$ cat src/rtl/qosc_pkg.sv
// Shared defaults and encodings for the quadrature oscillator demod monitor.
package qosc_pkg;

    localparam int W_DEF  = 8;
    localparam int PW_DEF = 16;

    typedef enum logic [1:0] {
        Q0 = 2'd0,
        Q1 = 2'd1,
        Q2 = 2'd2,
        Q3 = 2'd3
    } quad_e;

    typedef enum logic {
        ACQ  = 1'b0,
        MEAS = 1'b1
    } state_e;

endpackage

$ cat src/rtl/qosc_quadrant.sv
// Combinational quadrant classifier: sign bits of re/im select Q0..Q3.
module qosc_quadrant
    import qosc_pkg::*;
#(
    parameter int W = W_DEF
) (
    input  logic [W-1:0] re,
    input  logic [W-1:0] im,
    output logic [1:0]   quad
);

    always_comb begin
        unique case ({re[W-1], im[W-1]})
            2'b00:   quad = Q0;
            2'b10:   quad = Q1;
            2'b11:   quad = Q2;
            default: quad = Q3;
        endcase
    end

endmodule

$ cat src/rtl/qosc_demod_monitor.sv
// Monitors an I/Q oscillator: magnitude, quadrant, rotation direction and
// revolution period with a valid/ready result handshake and sticky error flags.
module qosc_demod_monitor
    import qosc_pkg::*;
#(
    parameter int W  = W_DEF,
    parameter int PW = PW_DEF
) (
    input  logic          clk,
    input  logic          rst_n,
    input  logic          en,
    input  logic [W-1:0]  re,
    input  logic [W-1:0]  im,
    input  logic          clr,
    output logic [2*W-1:0] mag2,
    output logic [1:0]    quad,
    output logic          dir,
    output logic [PW-1:0] period,
    output logic          period_valid,
    input  logic          period_ready,
    output logic          overrun,
    output logic          skip,
    output logic          sat
);

    localparam logic [PW-1:0] CNT_MAX = '1;
    localparam logic [PW-1:0] CNT_ONE = {{(PW-1){1'b0}}, 1'b1};

    logic [1:0]     quad_raw;
    quad_e          quad_cur;
    logic [1:0]     step;
    logic           bnd;
    logic [2*W-1:0] re_x, im_x;
    logic [PW-1:0]  result;
    logic           overrun_set, skip_set, sat_set;

    state_e         state_q, state_d;
    quad_e          quad_q, quad_d;
    logic [2*W-1:0] mag2_q, mag2_d;
    logic           dir_q, dir_d;
    logic [PW-1:0]  cnt_q, cnt_d;
    logic [PW-1:0]  period_q, period_d;
    logic           valid_q, valid_d;
    logic           first_q, first_d;
    logic           overrun_q, overrun_d;
    logic           skip_q, skip_d;
    logic           sat_q, sat_d;

    qosc_quadrant #(.W(W)) u_quadrant (
        .re   (re),
        .im   (im),
        .quad (quad_raw)
    );

    always_comb begin
        quad_cur = quad_e'(quad_raw);
        step     = quad_cur - quad_q;
        bnd      = (quad_q == Q3 && quad_cur == Q0) || (quad_q == Q0 && quad_cur == Q3);
        // sign-extend to 2W so the squares are exact, including (-2^(W-1))^2
        re_x     = {{W{re[W-1]}}, re};
        im_x     = {{W{im[W-1]}}, im};
        result   = (cnt_q == CNT_MAX) ? CNT_MAX : cnt_q + CNT_ONE;

        state_d     = state_q;
        quad_d      = quad_q;
        mag2_d      = mag2_q;
        dir_d       = dir_q;
        cnt_d       = cnt_q;
        period_d    = period_q;
        valid_d     = valid_q;
        first_d     = first_q;
        overrun_set = 1'b0;
        skip_set    = 1'b0;
        sat_set     = 1'b0;

        if (valid_q && period_ready)
            valid_d = 1'b0;

        if (en) begin
            mag2_d  = re_x * re_x + im_x * im_x;
            quad_d  = quad_cur;
            first_d = 1'b0;
            if (!first_q) begin
                case (step)
                    2'd1:    dir_d = 1'b1;
                    2'd3:    dir_d = 1'b0;
                    2'd2:    skip_set = 1'b1;
                    default: ;
                endcase
                if (state_q == ACQ) begin
                    if (bnd) begin
                        state_d = MEAS;
                        cnt_d   = '0;
                    end
                end else if (bnd) begin
                    cnt_d   = '0;
                    sat_set = (cnt_q == CNT_MAX);
                    if (valid_q && !period_ready) begin
                        overrun_set = 1'b1;
                    end else begin
                        period_d = result;
                        valid_d  = 1'b1;
                    end
                end else if (cnt_q == CNT_MAX) begin
                    sat_set = 1'b1;
                end else begin
                    cnt_d = cnt_q + CNT_ONE;
                end
            end
        end

        overrun_d = (overrun_q & ~clr) | overrun_set;
        skip_d    = (skip_q & ~clr) | skip_set;
        sat_d     = (sat_q & ~clr) | sat_set;
    end

    always_ff @(posedge clk) begin
        if (!rst_n) begin
            state_q   <= ACQ;
            quad_q    <= Q0;
            mag2_q    <= '0;
            dir_q     <= 1'b0;
            cnt_q     <= '0;
            period_q  <= '0;
            valid_q   <= 1'b0;
            first_q   <= 1'b1;
            overrun_q <= 1'b0;
            skip_q    <= 1'b0;
            sat_q     <= 1'b0;
        end else begin
            state_q   <= state_d;
            quad_q    <= quad_d;
            mag2_q    <= mag2_d;
            dir_q     <= dir_d;
            cnt_q     <= cnt_d;
            period_q  <= period_d;
            valid_q   <= valid_d;
            first_q   <= first_d;
            overrun_q <= overrun_d;
            skip_q    <= skip_d;
            sat_q     <= sat_d;
        end
    end

    assign mag2         = mag2_q;
    assign quad         = quad_q;
    assign dir          = dir_q;
    assign period       = period_q;
    assign period_valid = valid_q;
    assign overrun      = overrun_q;
    assign skip         = skip_q;
    assign sat          = sat_q;

endmodule
$ cat config.mk
export PLATFORM = sky130hd
export DESIGN_NAME = qosc_demod_monitor
export DESIGN_NICKNAME = d
export VERILOG_FILES = /design/src/rtl/qosc_pkg.sv /design/src/rtl/qosc_quadrant.sv /design/src/rtl/qosc_demod_monitor.sv
export SDC_FILE = /design/constraint.sdc
export NUM_CORES = 1
export LEC_CHECK = 0
export ABC_AREA = 1
export BUFFER_PORTS_ARGS = -buffer_cell sky130_fd_sc_hd__buf_2
export CAP_MARGIN = 0
export CORE_ASPECT_RATIO = 0.5
export CORE_MARGIN = 2
export CORE_UTILIZATION = 62
export DETAILED_ROUTE_END_ITERATION = 10
export GPL_TIMING_DRIVEN = 0
export PLACE_DENSITY = 0.9
export SYNTH_ARGS = -nofsm -noshare
export SYNTH_HDL_FRONTEND = slang
export SYNTH_SLANG_ARGS = --single-unit
$ cat constraint.sdc
create_clock -name clk -period 6.7 [get_ports clk]
set_input_delay 0.67 -clock clk [delete_from_list [all_inputs] [get_ports clk]]
set_output_delay 0.67 -clock clk [all_outputs]
set_load 0.05 [all_outputs]
# Word-level counts from Yosys, hierarchy flattened

Cells that the tools add are included.

Register bits: 57
Input bits: 21
Word-level logic and storage cells: 77

$add $sub $neg: 3
$mul: 2
Eq/ne operators: 9
Mux-type cells: 28
Bitwise operators: 9
Reductions and logical operators: 15

Operators by type and width:

| cell                                           | number |
|---|---|
| two-way mux 16 bit                             | 5 |
| multiplier 8 x 8 -> 16 bit                     | 2 |
| two-way mux 1 bit                              | 21 |
| adder 16 x 1 -> 16 bit (second input constant) | 1 |
| adder 16 bit                                   | 1 |
| == test 16 bit (second input constant)         | 1 |
| == test 2 bit (second input constant)          | 6 |
| zero test 2 bit                                | 3 |
| case mux 2 bit (3 select lines)                | 1 |
| AND reduction 5 bit                            | 1 |
| logical AND 1 bit                              | 4 |
| AND reduction 4 bit                            | 1 |
| nonzero test 2 bit                             | 2 |
| bitwise AND 1 bit                              | 3 |
| NOT 1 bit                                      | 3 |
| OR 1 bit                                       | 3 |
| AND reduction 3 bit                            | 1 |
| == test 2 x 1 -> 1 bit (second input constant) | 1 |
| inequality test 2 bit (second input constant)  | 1 |
| case mux 1 bit (2 select lines)                | 1 |
| AND reduction 2 bit                            | 1 |
| subtractor 2 bit                               | 1 |
| zero test 1 bit                                | 1 |
| logical OR 1 bit                               | 1 |

# Depth between registers and ports, before layout

Gate-level depths: netlist of the first run.

Depth after elaboration: 10
Gate-level depth with buffers: 28

# Hierarchy

From an unflattened synthesis of the first run, not the netlist that was laid out.

Cell total of the unflattened synthesis: 917
Area, all modules: 7,174.4 µm²

By module, submodules not included:

| module             | times used | cells an instance | area each (µm²) | seq. area each (µm²) |
|---|---|---|---|---|
| qosc_demod_monitor | 1          | 910               | 7,130.6         | 1,141.1 |
| qosc_quadrant      | 1          | 7                 | 43.8            | 0.0 |

# Worst setup path before layout of the first run

No wires, ideal clock.

Path type: input -> register
Start point: input im[7]
End point: register mag2_q[15] (netlist: mag2[15])
Arrival time: 5.583 ns
Required time: 6.582 ns
Slack: 0.999 ns
Cell stages on the path: 23
Cell sequence: clkbuf_1 nand2_1 inv_1 fa_1 fa_1 inv_1 fa_1 inv_1 fa_1 fa_1 inv_1 fa_1 inv_1 ha_1 nand2_1 inv_1 nand3_1 nor4_1 nor2_1 nand3_1 nand2_1 nor2_1 nor2_1

Longest elaborated chain between the ends: 2

RTL lines:

| element                    | RTL line                  | source |
|---|---|---|
| start, declared            | qosc_demod_monitor.sv:13  | `input logic [W-1:0] im,` |
| multiplier 8 x 8 -> 16 bit | qosc_demod_monitor.sv:80  | `mag2_d = re_x * re_x + im_x * im_x;` |
| adder 16 bit               | qosc_demod_monitor.sv:80  |  |
| end signal, assigned       | qosc_demod_monitor.sv:133 | `mag2_q <= mag2_d;` |
| end, declared              | qosc_demod_monitor.sv:39  | `logic [2*W-1:0] mag2_q, mag2_d;` |

Every way passes these cells.
A chain may end at the register's enable or synchronous reset.

# Final worst setup path of the first run

Same ends and word-level chain as after synthesis.

==> metrics.txt, run 1 <==
status=completed; CP max FO=10; die area=12800 sq um; CTS max path bufs=2; Ys Warns=0; ant diodes=0; clock skew=7.43 ps; Net count, final=1199; H-tree Lvls=3; Finish-stage setup viols=0; synthesized cell area=roughly 7400 sq um; CP max stage cell=fa_1; synthesis-to-finish area growth=10.8%; Post-CTS Hold Buffers=0; RSZ-0062 raised after global routing=no; initial antenna violation count=0; post-route minimum period=6210 ps; sequential fraction of the synthesis area=0.155; CTS tree=built; postcts setup bufs=0; Psw=2.42 mW; Synth Area in Compound Gates=0.0751; number of global-route vias before repair=6274; Final period util=0.926; Synth Area in Adders=0.414; # clock sinks=57; switching share of total power=0.536; final hold viol count=0; flops & latches, synth=57; Synth Instances=937; CP arrival=6480 ps; pin count of the biggest net entering global routing=11; worst vdd ir=roughly 0.51 mV; drt total wl=17.2 mm; Static Leak=4.46 nW; combinational share of power=0.804; Starting DRT DRC Count=around 490; synth cell count leaders=inv_1, nand2_1, fa_1; setup TNS=0 ps; Synth Flop Type=dfxtp_1; main combinational cell family by area after synthesis=adder cells; gr ovfl total=0; Crit path buffers/inverters=8; Syn Area/Cell=7.85 sq um; hold crit path type=reg -> reg; post-synthesis simple-gate area fraction=0.176; Post-CTS Resized=0; width of the die=158 um; most common cell in the netlist=inv_1; Vias per Instance=~5.2; GRT Util Overall=0.285; Core Rows=28; Vias=around 6100; Clk Latency, worst-skew pair=330 ps; top cells by area, synth=fa_1, dfxtp_1, inv_1; Netlist cell types=37; DIE HEIGHT=a little over 80 um; total CTS buffers=9; DRT antenna net count=0; critical path capture point type=flop; # IOs=60; Fmax=0.161 GHz; DRC viols=0; Max-Slew Margin vs Limit=0.617; post-DP HPWL=14.1 mm; number of synthesized flops with an enable pin=0; Synth Area in XOR/XNOR=0.0369; Async SR Flop Fraction=0; Worst-Margin Slew=574 ps; Tot Pwr=4.51 mW; CTS clk-pin slew, worst paths=50 ps; Seq pwr share=0.089; startpoint types=input port; mux contribution to synthesized area=0; internal power=approximately 2.1 mW; Crit path max-delay family=adder cells; Clk pwr share=0.107; kind of critical path=in -> reg; layout cells sized above 1=0.105; Critical Path RT=roughly 7000 ps; # port buffers=55; Net Count, Synth=between 1000 and 1500; final slew viol count=0; clock root cell=clkbuf_16; initial core utilization=0.628; Max Cap Violations=0; critical path cell sequence=buf_2 > clkbuf_1 > nand2_1 > inv_1 > fa_1 > fa_1 > inv_1 > fa_1 > inv_1 > fa_1 > fa_1 > inv_1 > fa_1 > inv_1 > ha_1 > inv_1 > o21ai_0 > a31oi_1 > o21ai_0 > nor2_1 > nand3_1 > nand2_1 > nor2_1 > nor2_1; first-pass GRT wire length=~28 mm; Placer Congestion=0.931; slowest cell delay on critical path=560 ps; DR pass1 iterations=5; post-synth top area share=0.310; pwr/cell area=554 nW/um^2; routed len/inst=~15 um; CORE AREA=11700 sq um; leading area contributor after synthesis=fa_1
-- state kept, by name, summed over array words and instances (netlist names) --
signal        count
dir               1
overrun           1
sat               1
period           16
mag2             16
quad              2
state_q           1
period_valid      1
skip              1
cnt_q            16
first_q           1
-- cells by family after synthesis --
logic type	Yosys count
DFF	57
and+or+nand+nor	304
adders and majority gates	175
xor gates and xnor gates	31
buffers and inverters	274
AOI/OAI and AO/OA	96
-- per-stage QoR --
| stage | setup slack (ps) | instances | hold WS (ps) | area, sq um | utilization |
|---|---|---|---|---|---|
| detailed placement | 211 | 1157 | 459 | 7830 | 0.669 |
| global placement | 368 | 1157 | 453 | 7830 | 0.669 |
| CTS | 539 | 1172 | 468 | 8140 | 0.696 |
| finish | 494 | 1172 | 464 | 8140 | 0.696 |
| global route | 81.8 | 1172 | 483 | 8140 | 0.696 |
| floorplan | 999 | 937 | 454 | 7350 | - |
-- layout by cell type, fill, tap and decap left out, drive strengths merged --
| cell type | instances |
|---|---|
| clkbuf | 34 |
| dfxtp | 57 |
| and2 | 1 |
| nor3 | 6 |
| xor2 | 20 |
| bufinv | 2 |
| nand3b | 3 |
| inv | 243 |
| nand2 | 163 |
| ha | 61 |
| o21ai | 38 |
| clkinv | 3 |
| buf | 61 |
| a21oi | 36 |
| or2 | 3 |
| a31oi | 2 |
| o211ai | 10 |
| clkinvlp | 1 |
| nor4 | 2 |
| a21o | 1 |
| fa | 114 |
| nor2 | 91 |
| o21a | 2 |
| o31ai | 1 |
| o21bai | 6 |
| nand3 | 31 |
| xnor2 | 11 |
| nand4 | 4 |
-- area by class of cell --
| type | instances | area (sq um) |
|---|---|---|
| Clock buffer | 10 | 229 |
| Buffer | 30 | 131 |
| Clock inverter | 5 | 81.3 |
| Timing Repair Buffer | 55 | 275 |
| Inverter | 244 | 917 |
| Tap cell | 165 | 206 |
| Fill cell | 862 | 3560 |
| Multi-Input combinational cell | 606 | 5160 |
| Sequential cell | 57 | 1140 |
-- worst register-to-register path: cells and delay by family, from the launching register on --
kind	cells	cell delay, ps
AOI/OAI and AO/OA	2	340
adders and majority gates	1	230
buffers and inverters	1	190
DFF	1	370
and+or+nand+nor	7	750
-- path summary, 6_finish.rpt --
| kind | start | endpoint | slack (ps) | cells after the start |
|---|---|---|---|---|
| max | im[7] | mag2[15] | 490 | 24 |
| min reg2reg | skip | skip | 460 | 2 |
| max reg2reg | cnt_q[0] | cnt_q[1] | 4720 | 11 |
| min | skip | skip | 460 | 2 |
-- routing by layer --
layer  GRT usage  wire length, um  vias to the layer above
met5           0                0                        -
met4      0.0991              387                        0
met3      0.0608             1180                       40
met2       0.511             8610                      236
met1       0.347             7030                     2952
li1            -                -                     2900
-- power groups by stage --
stage	Sequential [mW]	Combinational (mW)	Clock, mW
floorplan	0.507	2.63	0
global placement	0.407	3.41	0
detailed placement	0.408	3.56	0
CTS	0.402	3.60	0.479
global route	0.405	4.12	0.494
finish	0.402	3.63	0.480
No activity file was read; power rests on OpenSTA's default activity.
==> run 2, diff against run 1 <==
--- a/config.mk
+++ b/config.mk
@@ -5,7 +5,6 @@
 export SDC_FILE = /design/constraint.sdc
 export NUM_CORES = 1
 export LEC_CHECK = 0
-export ABC_AREA = 1
 export BUFFER_PORTS_ARGS = -buffer_cell sky130_fd_sc_hd__buf_2
 export CAP_MARGIN = 0
 export CORE_ASPECT_RATIO = 0.5
==> run 2 against run 1 <==
  * Synthesized area down 5.1%
  * Sequential power down 2%
  * Cell area down 4.5%
  * Power down 1.1%
  * First-iteration DRC count down 19%
  * Maximum frequency down 2.3%
  * Final cell count down 18%
  * Critical path type unchanged
  * Critical endpoint is now mag2[14]
  * Largest cell class unchanged
==> metrics.txt, run 2 <==
status=completed; Clk Latency, worst-skew pair=330 ps (about the same); Final period util=0.948 (+0.0215); Max Cap Violations=0 (unchanged); hold crit path type=reg -> reg; CTS tree=built; most frequent cells in the layout=inv_1, fa_1, ha_1; commonest non-fill, non-tap cell in the layout=inv_1; Post-CTS Hold Buffers=0 (unchanged); Vias=5387 (-12%); internal power=2.25 mW (+7.7%); M1 GR Usage=0.357 (+0.00982); Syn Area/Cell=9.31 sq um (+19%); layout cells sized above 1=0.111 (+0.00558); post-route minimum period=6350 ps (+144 ps); H-tree Lvls=3 (unchanged); initial core utilization=0.635 (+0.00712); Synth Flop Type=dfxtp_1; Ys Warns=0 (unchanged); DRC viols=0 (unchanged); CP max FO=9 (-1); Netlist cell types=55 (+49%); CTS max path bufs=2 (unchanged); combinational share of power=0.801 (-0.003); number of global-route vias before repair=5675 (-9.5%); Static Leak=3.82 nW (-14%); initial antenna violation count=0 (unchanged); drt total wl=16.1 mm (-6.7%); synthesis-to-finish area growth=11.4%; Final Worst Setup Slack=350 ps (-144 ps); first-pass GRT wire length=26.9 mm (-5.2%); Max-Slew Margin vs Limit=0.484 (-0.133); post-DP HPWL=13.3 mm (-6.1%); # IOs=60 (unchanged); sequential fraction of the synthesis area=0.164 (+0.00835); final hold viol count=0 (unchanged); total CTS buffers=9 (unchanged); Psw=2.20 mW (-8.8%); GRT Max-Usage Layer=met2; postcts setup bufs=0 (unchanged); Vias per Instance=5.58 (+6.7%); CP arrival=6540 ps (+60 ps); critical path cell sequence=buf_2 > clkbuf_1 > nand2_1 > inv_1 > fa_1 > fa_1 > fa_1 > fa_1 > fa_1 > inv_1 > fa_1 > inv_1 > ha_1 > a2111oi_0 > o31ai_1 > o22ai_1 > xor2_1 > a21oi_1; post-synth top area share=0.327 (+0.0167); Net Count, Synth=945 (-17%); most used cell, CP=fa_1; # port buffers=56 (+1.8%); top cells by area, synth=fa_1, dfxtp_1, ha_1; Clk pwr share=0.111 (+0.004); most common cell in the netlist=inv_1; CORE AREA=11000 sq um (-6.2%); clock skew=6.08 ps (-1.35 ps); Finished Layout Cells=966 (-18%); die area=12200 sq um (-4.9%); DRT antenna net count=0 (unchanged); pwr/cell area=573 nW/um^2 (+3.6%); routed len/inst=16.6 um (+13%); CTS clk-pin slew, worst paths=60 ps (about the same); Starting DRT DRC Count=393 (-19%); met3 Track Usage GR=0.0502 (-0.0106); clock root cell=clkbuf_16; Async SR Flop Fraction=0 (unchanged); number of synthesized flops with an enable pin=0 (unchanged); synthesized cell area=6980 sq um (-5.1%); kind of critical path=in -> reg; Worst-Margin Slew=755 ps (+180 ps); synth cell count leaders=inv_1, fa_1, ha_1; Net count, final=1012 (-16%); GRT met2 Usage=0.494 (-0.0167); switching share of total power=0.494 (-0.0417); worst vdd ir=0.485 mV (-4.8%); leading area contributor after synthesis=fa_1; Synth Instances=749 (-20%); RSZ-0062 raised after global routing=no; slowest cell delay on critical path=710 ps (+150 ps); Core Rows=27 (-3.6%); ant diodes=0 (unchanged); startpoint types=input port; pin count of the biggest net entering global routing=13 (+2); Placer Congestion=0.920 (-1.2%); GRT Util Overall=0.282 (-0.00341); CP max stage cell=a2111oi_0; # placed instances=950 (-18%); flops & latches, synth=57 (unchanged); Seq pwr share=0.089 (about the same); Critical Path RT=6890 ps (-80 ps); Fmax=0.157 GHz (-2.3%); worst slack, placed=-14.6 ps (-226 ps); Fin Hold WS=485 ps (+20.9 ps); DIE HEIGHT=79 um (-2.5%); DR pass1 iterations=5 (unchanged); critical path capture point type=flop; setup TNS=0 ps (unchanged); final slew viol count=0 (unchanged); # clock sinks=57 (unchanged); width of the die=154 um (-2.5%); gr ovfl total=0 (unchanged); Finish-stage setup viols=0 (unchanged)
-- run 2: cell types whose count changed after synthesis, sizes merged, moves of 6 or more --
cell    before  now
and2         1   31
and3         0    6
clkbuf      24   17
inv        243  143
mux2i        0   14
nand2      163   53
nand3       31    7
nor2        91   35
nor2b        0   22
o211ai      10    1
o21a         2    8
xnor2       11   29
xor2        20   14
-- run 2: kinds of logic (layout without fill, tap and decap cells) --
group,after synthesis,in the layout,share of synthesized area
simple gates,180,180,0.135
xor+xnor,44,44,0.0572
compound gates,112,112,0.0961
mux,14,14,0.0201
buf+inv,167,239,0.0917
flops,57,57,0.164
fa+ha+maj,175,175,0.437
-- run 2: what timing repair did --
action	in CTS	in global routing
gates resized for setup	0	1
endpoints found under the setup margin	0	2
endpoints found under the hold margin	0	0
-- run 2: metrics by stage --
step | power (mW) | area (sq um) | util
floorplan | 3.06 | 6980 | -
global placement | 3.62 | 7440 | 0.677
detailed placement | 3.82 | 7440 | 0.677
CTS | 4.36 | 7760 | 0.707
global route | 4.90 | 7770 | 0.708
finish | 4.46 | 7770 | 0.708
-- run 2: cell type report --
type,count,area (sq um)
buffer,23,98.8
clock buffer,9,225
clock inverter,7,103
fill,733,3210
inverter,144,541
multi-input combinational,525,5200
sequential,57,1140
tap,145,181
timing repair buffer,56,280
-- run 2: worst max-delay path: cells and delay by family --
kind,cells,cell delay (ps)
buf+inv,5,950
simple gates,1,200
xor+xnor,1,190
compound gates,4,1270
fa+ha+maj,7,3270
-- run 2: path summary, 6_finish.rpt --
path,startpoint,to,slack (ps),cells after the start
worst max-delay path,im[7],mag2[14],350,18
worst min-delay path,mag2[8],mag2[8],480,2
worst max register to register,cnt_q[0],cnt_q[15],4330,8
worst min register to register,mag2[8],mag2[8],480,2
-- run 2: power by group through the flow --
stage                     registers (mW)  logic (mW)  clock network (mW)
final                              0.395        3.57               0.494
after CTS                          0.395        3.46               0.498
after global routing               0.397        3.99               0.512
after floorplan                    0.492        2.57                   0
after detailed placement           0.402        3.42                   0
after global placement             0.400        3.22                   0
-- run 2: layer usage --
layer	vias up	part of all wire
met5	-	0
met4	0	0.024
met3	49	0.064
met2	212	0.49
met1	2643	0.42
li1	2483	-
==> run 3, diff against run 2 <==
--- a/config.mk
+++ b/config.mk
@@ -5,14 +5,14 @@
 export SDC_FILE = /design/constraint.sdc
 export NUM_CORES = 1
 export LEC_CHECK = 0
-export BUFFER_PORTS_ARGS = -buffer_cell sky130_fd_sc_hd__buf_2
+export BUFFER_PORTS_ARGS = -buffer_cell sky130_fd_sc_hd__buf_4
 export CAP_MARGIN = 0
 export CORE_ASPECT_RATIO = 0.5
-export CORE_MARGIN = 2
-export CORE_UTILIZATION = 62
+export CORE_MARGIN = 10
+export CORE_UTILIZATION = 60
 export DETAILED_ROUTE_END_ITERATION = 10
 export GPL_TIMING_DRIVEN = 0
-export PLACE_DENSITY = 0.9
+export PLACE_DENSITY = 0.88
 export SYNTH_ARGS = -nofsm -noshare
 export SYNTH_HDL_FRONTEND = slang
 export SYNTH_SLANG_ARGS = --single-unit
==> run 3 against run 2 <==
  * Global-route usage decreased by 8.3 points
  * Critical path depth increased by 2
  * Cell area increased by 2.2%
  * Die area increased by 36%
  * Worst setup slack improved by 46 ps
  * Power decreased by 1.4%
  * Non-clock buffer count unchanged
  * Sequential share of layout area decreased by 0.32 points
  * Clock skew decreased by 0.51 ps
  * Final cell count increased by 1.4%
  * Sequential power about the same
  * Critical path type unchanged
==> metrics.txt, run 3 (synthesis gave the netlist of run 2 again) <==
Critical Path Sink=mag2[13]; layout cells sized above 1=0.111 (unchanged); startpoint types=input port; GRT Util Overall=0.199 (-0.0830); fin area=7950 sq um (+2.2%); # port buffers=56 (unchanged); Fin Hold WS=486 ps (+0.822 ps); Crit path max-delay family=adder cells; die area=16600 sq um (+36%); CP max FO=9 (unchanged); Worst R2R Setup Slack=4350 ps (+20 ps); width of the die=172 um (+12%); postcts setup bufs=0 (unchanged); Fmax=0.159 GHz (+0.73%); clock root cell=clkbuf_16; DIE HEIGHT=96.2 um (+22%); Max-Slew Margin vs Limit=0.505 (+0.0213); slowest cell delay on critical path=580 ps (-130 ps); CP max stage cell=fa_1; Clk Latency, worst-skew pair=320 ps (about the same); Worst-Margin Slew=723 ps (-31.2 ps); pwr/cell area=553 nW/um^2 (-3.6%); DRC viols=0 (unchanged); worst r2r src=cnt_q[0]; H-tree Lvls=3 (unchanged); Net count, final=1012 (unchanged); Starting DRT DRC Count=316 (-20%); # IOs=60 (unchanged); Critical path origin=im[7]; Tot Pwr=4.40 mW (-1.4%); most used cell, CP=fa_1; CP arrival=6510 ps (-30 ps); Crit path buffers/inverters=6 (+1); worst reg2reg path endpoint=cnt_q[5]; # clock sinks=57 (unchanged); Critical Path RT=6910 ps (+20 ps); final slew viol count=0 (unchanged); Final period util=0.941 (-0.00684); Worst path depth=20 (+2); initial core utilization=0.624 (-0.0115); CTS max path bufs=2 (unchanged); routed len/inst=15.9 um (-4.3%); Max Cap Violations=0 (unchanged); drt total wl=15.6 mm (-2.9%); initial antenna violation count=0 (unchanged); Vias=5266 (-2.2%); Placed Instance Area=7590 sq um (+2.1%); number of global-route vias before repair=5539 (-2.4%); clock skew=5.57 ps (-0.510 ps); first-pass GRT wire length=26.5 mm (-1.6%); pin count of the biggest net entering global routing=11 (-2); CORE AREA=11200 sq um (+1.8%); Vias per Instance=5.37 (-3.6%); DR pass1 iterations=7 (+2); CTS tree=built; post-DP HPWL=13.0 mm (-1.9%); Static Leak=3.85 nW (+0.82%); synthesis-to-finish area growth=13.9%; utilization after layout=0.711 (+0.00272); ant diodes=0 (unchanged); Placer Congestion=0.885 (-3.8%); final hold viol count=0 (unchanged); total CTS buffers=9 (unchanged); Hold Startpoint=first_q; most frequent cells in the layout=inv_1, fa_1, ha_1; worst reg2reg path depth=8 (unchanged); RSZ-0062 raised after global routing=no; kind of critical path=in -> reg; CTS clk-pin slew, worst paths=50 ps (about the same); commonest non-fill, non-tap cell in the layout=inv_1; Finish-stage setup viols=0 (unchanged); critical path cell sequence=buf_4 > clkbuf_1 > nand2_1 > inv_1 > fa_1 > inv_1 > fa_1 > fa_1 > fa_1 > fa_1 > fa_1 > inv_1 > ha_1 > a21oi_1 > inv_1 > o41ai_2 > o21ai_0 > xor2_1 > mux2i_1 > nor2b_1; post-route minimum period=6300 ps (-45.8 ps); critical path capture point type=flop; gr ovfl total=0 (unchanged); Core Rows=27 (unchanged); hold crit path type=reg -> reg; Post-CTS Hold Buffers=0 (unchanged); worst hold stages=2 (unchanged); Filler cells=765 (+4.4%); worst vdd ir=0.395 mV (-19%); status=completed; DRT antenna net count=0 (unchanged)
## run 3: cell count changes in the layout (fill, tap and decap cells not counted), sizes merged
cell	change
bufinv	+1
clkbuf	+1
clkinv	+1
clkinvlp	-1
inv	-2
## run 3: worst min-delay path by stage
stage	slack (ps)	end
final	490	first_q
after floorplan	450	first_q
after global placement	460	first_q
after global routing	520	mag2[5]
after detailed placement	470	first_q
after CTS	490	first_q
## run 3: cell type report
type                    count  area (sq um)  share of cell area
multi-input cells         525          5200               0.655
flip-flops and latches     57          1140               0.144
inverters                 144           541              0.0680
repair buffers             56           420              0.0529
clock buffers              10           239              0.0301
well taps                 159           199              0.0250
clock inverters             6           105              0.0132
plain buffers              23          98.8              0.0124
## run 3: where the power goes
part	switching (mW)	total [mW]	leakage (nW)	internal, mW
Combinational	1.93	3.48	3.21	1.55
Sequential	0.0168	0.397	0.463	0.380
Clock	0.153	0.523	0.172	0.370
Total	2.10	4.40	3.85	2.30
## run 3: worst min-delay path, cell delays in order (launching register included)
cell     delay, ps
dfxtp_1        300
inv_1           60
o21ai_0         70
## run 3: metal layers
metal | vias to the layer above | wire length [um] | share of wire | track usage
met2 | 180 | 7730 | 0.50 | 0.356
met3 | 24 | 1110 | 0.071 | 0.0453
li1 | 2478 | - | - | -
met5 | - | 0 | 0 | 0
met4 | 0 | 174 | 0.011 | 0.0413
met1 | 2584 | 6580 | 0.42 | 0.243
## run 3: stage by stage
stage | cells | setup TNS, ps | setup WS (ps)
floorplan | 749 | 0 | 805
finish | 980 | 0 | 396
global placement | 964 | 0 | 41.0
global route | 980 | 0 | 1.23
CTS | 980 | 0 | 170
detailed placement | 964 | -154 | -94.0
## run 3: repair_timing
item	in CTS	in global routing
endpoints found under the setup margin	0	2
endpoints found under the hold margin	0	0
gates resized for setup	0	1
